--- config.mk ---
export PLATFORM = sky130hd
export DESIGN_NAME = wind_profile_sched
export DESIGN_NICKNAME = d
export VERILOG_FILES = /design/src/rtl/wind_profile_sched_pkg.sv /design/src/rtl/wind_profile_sched_wind_seg_table.sv /design/src/rtl/wind_profile_sched.sv
export SDC_FILE = /design/constraint.sdc
export NUM_CORES = 1
export LEC_CHECK = 0
export BUFFER_PORTS_ARGS = -buffer_cell sky130_fd_sc_hd__buf_2
export CORE_UTILIZATION = 54
export DETAILED_ROUTE_END_ITERATION = 8
export PLACE_DENSITY = 0.85
export SETUP_SLACK_MARGIN = 0.3
export SLEW_MARGIN = 5
export SYNTH_ARGS = -nofsm -noshare
export SYNTH_HDL_FRONTEND = slang
export SYNTH_SLANG_ARGS = --single-unit
--- constraint.sdc ---
create_clock -name clk -period 8 [get_ports clk]
set_clock_uncertainty 0.1 [all_clocks]
set_input_delay 1.6 -clock clk [delete_from_list [all_inputs] [get_ports clk]]
set_output_delay 1.6 -clock clk [all_outputs]
set_load 0.005 [all_outputs]
--- src/rtl/wind_profile_sched_pkg.sv ---
// Shared widths, default wind profile constants and FSM encoding for the wind scheduler.
package wind_profile_sched_pkg;

    localparam int WIDTH_TIME = 32;
    localparam int SINGLE     = 32;

    localparam logic [SINGLE-1:0]     WIND_DEF0 = 32'h411B3333;  // 9.7 m/s
    localparam logic [SINGLE-1:0]     WIND_DEF1 = 32'h41400000;  // 12 m/s
    localparam logic [SINGLE-1:0]     WIND_DEF2 = 32'h41600000;  // 14 m/s
    localparam logic [WIDTH_TIME-1:0] T_DEF0    = 32'd400000;
    localparam logic [WIDTH_TIME-1:0] T_DEF1    = 32'd800000;

    localparam logic [0:0] ST_IDLE = 1'b0;
    localparam logic [0:0] ST_RUN  = 1'b1;

    function automatic logic [WIDTH_TIME-1:0] def_end(input int idx);
        case (idx)
            0:       def_end = T_DEF0;
            1:       def_end = T_DEF1;
            default: def_end = '0;
        endcase
    endfunction

    function automatic logic [SINGLE-1:0] def_speed(input int idx);
        case (idx)
            0:       def_speed = WIND_DEF0;
            1:       def_speed = WIND_DEF1;
            2:       def_speed = WIND_DEF2;
            default: def_speed = '0;
        endcase
    endfunction

endpackage

--- src/rtl/wind_profile_sched_wind_seg_table.sv ---
// Segment table: synchronous write, asynchronous read, default profile on reset.
// Also holds the index of the final segment.
module wind_seg_table
    import wind_profile_sched_pkg::*;
#(
    parameter int NSEG = 4,
    parameter int AW   = $clog2(NSEG)
) (
    input  logic                  clk,
    input  logic                  rst_n,
    input  logic                  wr_en,
    input  logic [AW-1:0]         wr_addr,
    input  logic [WIDTH_TIME-1:0] wr_end,
    input  logic [SINGLE-1:0]     wr_speed,
    input  logic                  wr_last,
    input  logic [AW-1:0]         rd_idx,
    output logic [WIDTH_TIME-1:0] rd_end,
    output logic [SINGLE-1:0]     rd_speed_nxt,
    output logic [SINGLE-1:0]     speed0,
    output logic [AW-1:0]         last_idx
);

    localparam logic [AW-1:0] LAST_DEF = AW'((NSEG > 2) ? 2 : NSEG - 1);

    logic [WIDTH_TIME-1:0] end_q   [NSEG];
    logic [WIDTH_TIME-1:0] end_d   [NSEG];
    logic [SINGLE-1:0]     speed_q [NSEG];
    logic [SINGLE-1:0]     speed_d [NSEG];
    logic [AW-1:0]         last_q;
    logic [AW-1:0]         last_d;
    logic [AW-1:0]         nxt_idx;

    always_comb begin
        for (int i = 0; i < NSEG; i++) begin
            end_d[i]   = end_q[i];
            speed_d[i] = speed_q[i];
        end
        last_d = last_q;
        if (wr_en) begin
            end_d[wr_addr]   = wr_end;
            speed_d[wr_addr] = wr_speed;
            if (wr_last) begin
                last_d = wr_addr;
            end
        end
    end

    always_ff @(posedge clk or negedge rst_n) begin
        if (!rst_n) begin
            for (int i = 0; i < NSEG; i++) begin
                end_q[i]   <= def_end(i);
                speed_q[i] <= def_speed(i);
            end
            last_q <= LAST_DEF;
        end else begin
            for (int i = 0; i < NSEG; i++) begin
                end_q[i]   <= end_d[i];
                speed_q[i] <= speed_d[i];
            end
            last_q <= last_d;
        end
    end

    assign nxt_idx      = rd_idx + AW'(1);
    assign rd_end       = end_q[rd_idx];
    assign rd_speed_nxt = speed_q[nxt_idx];
    assign speed0       = speed_q[0];
    assign last_idx     = last_q;

endmodule

--- src/rtl/wind_profile_sched.sv ---
// Walks the wind segment table against sim_time and drives a registered VWind word.
// All outputs are registered one clock after the triggering input; no combinational in-to-out path.
module wind_profile_sched
    import wind_profile_sched_pkg::*;
#(
    parameter int NSEG = 4,
    parameter int AW   = $clog2(NSEG)
) (
    input  logic                  clk,
    input  logic                  rst_n,
    input  logic [WIDTH_TIME-1:0] sim_time,
    input  logic                  run,
    input  logic                  cfg_we,
    input  logic [AW-1:0]         cfg_addr,
    input  logic [WIDTH_TIME-1:0] cfg_end_time,
    input  logic [SINGLE-1:0]     cfg_speed,
    input  logic                  cfg_last,
    output logic [SINGLE-1:0]     VWind,
    output logic                  vwind_upd,
    output logic [AW-1:0]         seg_idx,
    output logic                  cfg_err
);

    logic [0:0]            state_q, state_d;
    logic                  first_q, first_d;
    logic [WIDTH_TIME-1:0] prev_time_q, prev_time_d;
    logic [AW-1:0]         seg_idx_q, seg_idx_d;
    logic [SINGLE-1:0]     vwind_q, vwind_d;
    logic                  upd_q, upd_d;
    logic                  err_q, err_d;

    logic [WIDTH_TIME-1:0] cur_end;
    logic [SINGLE-1:0]     nxt_speed;
    logic [SINGLE-1:0]     speed0;
    logic [AW-1:0]         last_idx;

    wind_seg_table #(
        .NSEG (NSEG),
        .AW   (AW)
    ) u_table (
        .clk          (clk),
        .rst_n        (rst_n),
        .wr_en        (cfg_we && (state_q == ST_IDLE)),
        .wr_addr      (cfg_addr),
        .wr_end       (cfg_end_time),
        .wr_speed     (cfg_speed),
        .wr_last      (cfg_last),
        .rd_idx       (seg_idx_q),
        .rd_end       (cur_end),
        .rd_speed_nxt (nxt_speed),
        .speed0       (speed0),
        .last_idx     (last_idx)
    );

    always_comb begin
        state_d     = state_q;
        first_d     = 1'b0;
        prev_time_d = sim_time;
        seg_idx_d   = seg_idx_q;
        vwind_d     = vwind_q;
        upd_d       = 1'b0;
        err_d       = 1'b0;
        case (state_q)
            ST_IDLE: begin
                // Keep the active index inside the table if last_idx was rewritten lower.
                if (seg_idx_q > last_idx) begin
                    seg_idx_d = last_idx;
                end
                if (run) begin
                    state_d   = ST_RUN;
                    first_d   = 1'b1;
                    seg_idx_d = '0;
                    vwind_d   = speed0;
                    upd_d     = 1'b1;
                end
            end
            default: begin
                err_d = cfg_we;
                if (!run) begin
                    state_d = ST_IDLE;
                end else if (!first_q && (sim_time < prev_time_q)) begin
                    seg_idx_d = '0;
                    vwind_d   = speed0;
                    upd_d     = 1'b1;
                end else if ((seg_idx_q < last_idx) && (sim_time > cur_end)) begin
                    seg_idx_d = seg_idx_q + AW'(1);
                    vwind_d   = nxt_speed;
                    upd_d     = 1'b1;
                end
            end
        endcase
    end

    always_ff @(posedge clk or negedge rst_n) begin
        if (!rst_n) begin
            state_q     <= ST_IDLE;
            first_q     <= 1'b0;
            prev_time_q <= '0;
            seg_idx_q   <= '0;
            vwind_q     <= '0;
            upd_q       <= 1'b0;
            err_q       <= 1'b0;
        end else begin
            state_q     <= state_d;
            first_q     <= first_d;
            prev_time_q <= prev_time_d;
            seg_idx_q   <= seg_idx_d;
            vwind_q     <= vwind_d;
            upd_q       <= upd_d;
            err_q       <= err_d;
        end
    end

    assign VWind     = vwind_q;
    assign vwind_upd = upd_q;
    assign seg_idx   = seg_idx_q;
    assign cfg_err   = err_q;

endmodule

==> summary.md <==
| Metric | Value |
|---|---|
| Vias per cell | `5.72` |
| Status | `finished clean` |
| Final setup viols | `0` |
| Seq/Total Area, Yosys | `53.3%` |
| Synth Flop Type | `dfrtp_1` |
| First-pass GRT wire length | `52.1 mm` |
| Port buffer count | `138` |
| Met1 Use GR | `30.4%` |
| Initial Util | `55.3%` |
| Hold buffer count at CTS | `0` |
| Required @ worst endpoint | `8280 ps` |
| Max-slew violations | `0` |
| DP Worst Slack | `3120 ps` |
| Final Cycle Share | `61.2%` |
| Most numerous cell in the Yosys netlist | `dfrtp_1` |
| Top cell type's share of synthesized area | `47.5%` |
| Most used cell, CP | `buf_4` |
| Async S/R FF share, synth | `100%` |
| Clock power share | `28.1%` |
| TritonCTS clock tree | `yes` |
| Routability cong. | `0.770` |
| DR pass1 iterations | `4` |
| Slack of the worst reg-to-reg path | `3110 ps` |
| Register bit count reported by yosys | `328` |
| Max Buffers Root-to-Sink | `3` |
| Worst reg-to-reg path cell count | `11` |
| Largest net degree at the start of global routing | `147` |
| Endpoint arrival time on the critical path | `5170 ps` |
| Sw frac | `28.3%` |
| EDFF count, synth | `0` |
| Met3 usage | `4.60%` |
| Final ANT Viol Nets | `0` |
| FP Rows | `61` |
| First DRT Iteration DRCs | `468` |
| Crit Reg-Reg Startpoint | `seg_idx[0]` |
| Worst-path cell chain | `buf_4 > mux4_2 > inv_1 > ha_1 > nand4_1 > or4_1 > o31a_1 > o21a_2 > o21ai_4 > buf_4 > mux2_2` |
| RSZ-0062 raised after global routing | `no` |
| Die width | `171 µm` |
| GR peak layer | `met2` |
| Worst hold path type | `reg -> reg` |
| CTS root buf | `clkbuf_16` |
| Combinational group share of total power | `28.8%` |
| Final instance count without filler cells | `1564` |
| Post-CTS Resized | `0` |
| P&R area growth vs syn | `14.1%` |
| Tmin final | `4890 ps` |
| Final wirelength | `32.0 mm` |
| GRT Total Usage | `22.9%` |
| Register Area | `8260 µm²` |
| Initial antenna violation count | `5` |
| TritonCTS sink count | `328` |
| Syn Nets | `1185` |
| Residual DRC | `0` |
| Max IR drop VDD | `204 µV` |
| DR WL/cell | `20.5 µm` |
| Core area | `28000 µm²` |
| CP max-delay cell | `dfrtp_4` |
| Fmax | `0.204 GHz` |
| Io pins | `139` |
| Die height | `171 µm` |
| CP Class | `reg -> reg` |
| Max_cap viols | `0` |
| Post-Synthesis Cells | `1017` |
| Share of cells above drive strength 1 | `53.0%` |
| Total global routing overflow | `0` |
| Dpl cells | `1497` |
| R2R Path End | `VWind[1]` |
| Synth area leaders | `dfrtp_1, mux2_2, mux4_2` |
| Met2 usage | `38.2%` |
| Critical path destination | `VWind[1]` |
| DIE AREA | `29300 µm²` |
| CP Max Fanout | `50` |
| Filler instances | `2020` |
| Max_slew headroom | `30.5%` |
| Synth cell count leaders | `dfrtp_1, mux2_2, inv_1, ha_1, mux4_2` |
| Vias in the first global route | `9790` |
| Clock transition at path regs | `60 ps` |
| Yosys warning count | `0` |
| Total power | `5.55 mW` |
| Final nets | `1324` |
| Synthesized area | `15500 µm²` |
| Postcts setup bufs | `0` |
| Internal Power | `3.98 mW` |
| H-tree Lvls | `2` |
| Crit path from | `seg_idx[0]` |
| CP startpoint kind | `flop` |
| Final worst slack | `3110 ps` |
| Delay of the slowest critical-path stage | `1060 ps` |
| Average size of a mapped cell | `15.2 µm²` |
| Leak | `7.88 nW` |
| Hold Fails Final Rpt | `0` |
| NetSw | `1.57 mW` |
| Clk_lat worst skew | `510 ps` |
| Area leader, netlist | `dfrtp_1` |
| Seq pwr share | `43.1%` |
| Setup TNS | `0 ps` |
| Pwr dens | `314 nW/µm²` |
| Total clock buffers created by CTS | `35` |
| Area used by multi-input combinational logic | `6770 µm²` |
| DR vias | `8943` |
| Count of cell types in the netlist | `47` |
| Placed wire-length estimate | `19.9 mm` |
| Slew at the pin closest to its max-slew limit | `1040 ps` |
| Crit path capture type | `flop` |
## layout make-up
cell class                      count  area share, %
Antenna cell                        5         0.0708
Clock buffer                       60           6.01
Clock inverter                      2          0.198
Inverter                           68           1.45
Multi-Input combinational cell    574           38.3
Sequential cell                   328           46.8
Tap cell                          378           2.68
Timing Repair Buffer              149           4.51
## routing by layer
metal,share of wire (%),up-vias
li1,-,4013
met1,43,4695
met2,50,176
met3,4.7,55
met4,2.3,4
met5,0.056,-
## cells in the final DEF (no fill, tap or decap), types with 2 or more instances in the layout
cell type	synthesis	final
nand2b_1	2	2
a221oi_1	3	3
o21ai_0	8	8
dfrtp_1	294	292
mux4_2	64	64
mux2_4	29	29
ha_1	65	65
dfstp_2	34	34
nor2_1	10	9
inv_1	68	68
clkbuf_8	0	5
nand2_1	21	21
buf_2	8	137
buf_4	0	10
clkbuf_1	29	18
or4_1	2	2
diode_2	0	5
nand3_1	6	5
mux2_2	293	293
a21oi_1	25	25
o211ai_1	3	3
a21o_1	3	3
a211oi_1	4	4
clkbuf_16	0	37
dfrtp_4	0	2
nand4_1	8	8
nor2b_1	4	4
o22ai_1	2	2
## critical path: cells and delay by family (launching register included)
family          cells  cell delay, ps
buf+inv             3            1110
flops               1            1060
mux                 2             970
simple gates        2             740
compound gates      3             590
fa+ha+maj           1             170
## flip-flops by register name (all words and copies together) (netlist names)
signal	cells
u_table.end_q	128
u_table.speed_q	96
u_table.speed0	32
seg_idx	2
prev_time_q	32
cfg_err	1
u_table.last_idx	2
vwind_upd	1
state_q	1
first_q	1
VWind	32
## cells by family after synthesis
logic type	after synthesis	share of synthesized area [%]
fa+ha+maj	65	5.25
mux	386	33.4
flops	328	53.3
buf+inv	115	3.14
compound gates	59	2.57
simple gates	64	2.30
## power groups by stage
stage | combinational (mW) | sequential, mW | clock, mW
2_1_floorplan | 1.28 | 2.25 | 0
3_3_place_gp | 1.53 | 2.40 | 0
3_5_place_dp | 1.60 | 2.42 | 0
4_1_cts | 1.62 | 2.40 | 1.59
5_1_grt | 1.76 | 2.45 | 1.67
6_report | 1.60 | 2.40 | 1.56
## how the worst min path moves through the flow
stage | from | end | slack (ps) | cells past startpoint
floorplan | u_table.end_q[0] | u_table.end_q[0] | 370 | 1
global placement | u_table.end_q[1] | u_table.end_q[1] | 380 | 1
detailed placement | u_table.end_q[1] | u_table.end_q[1] | 390 | 1
CTS | u_table.end_q[1] | u_table.end_q[1] | 400 | 1
global route | u_table.end_q[56] | u_table.end_q[56] | 420 | 1
finish | u_table.end_q[15] | u_table.end_q[15] | 400 | 1
## metrics by stage
stage | utilization (%) | hold WS (ps) | area (µm²)
after global routing | 63.0 | 416 | 17700
final | 63.1 | 400 | 17700
after CTS | 63.0 | 403 | 17600
after floorplan | - | 374 | 15500
after detailed placement | 59.1 | 389 | 16600
after global placement | 59.1 | 382 | 16600
No activity file was read; power rests on OpenSTA's default activity.
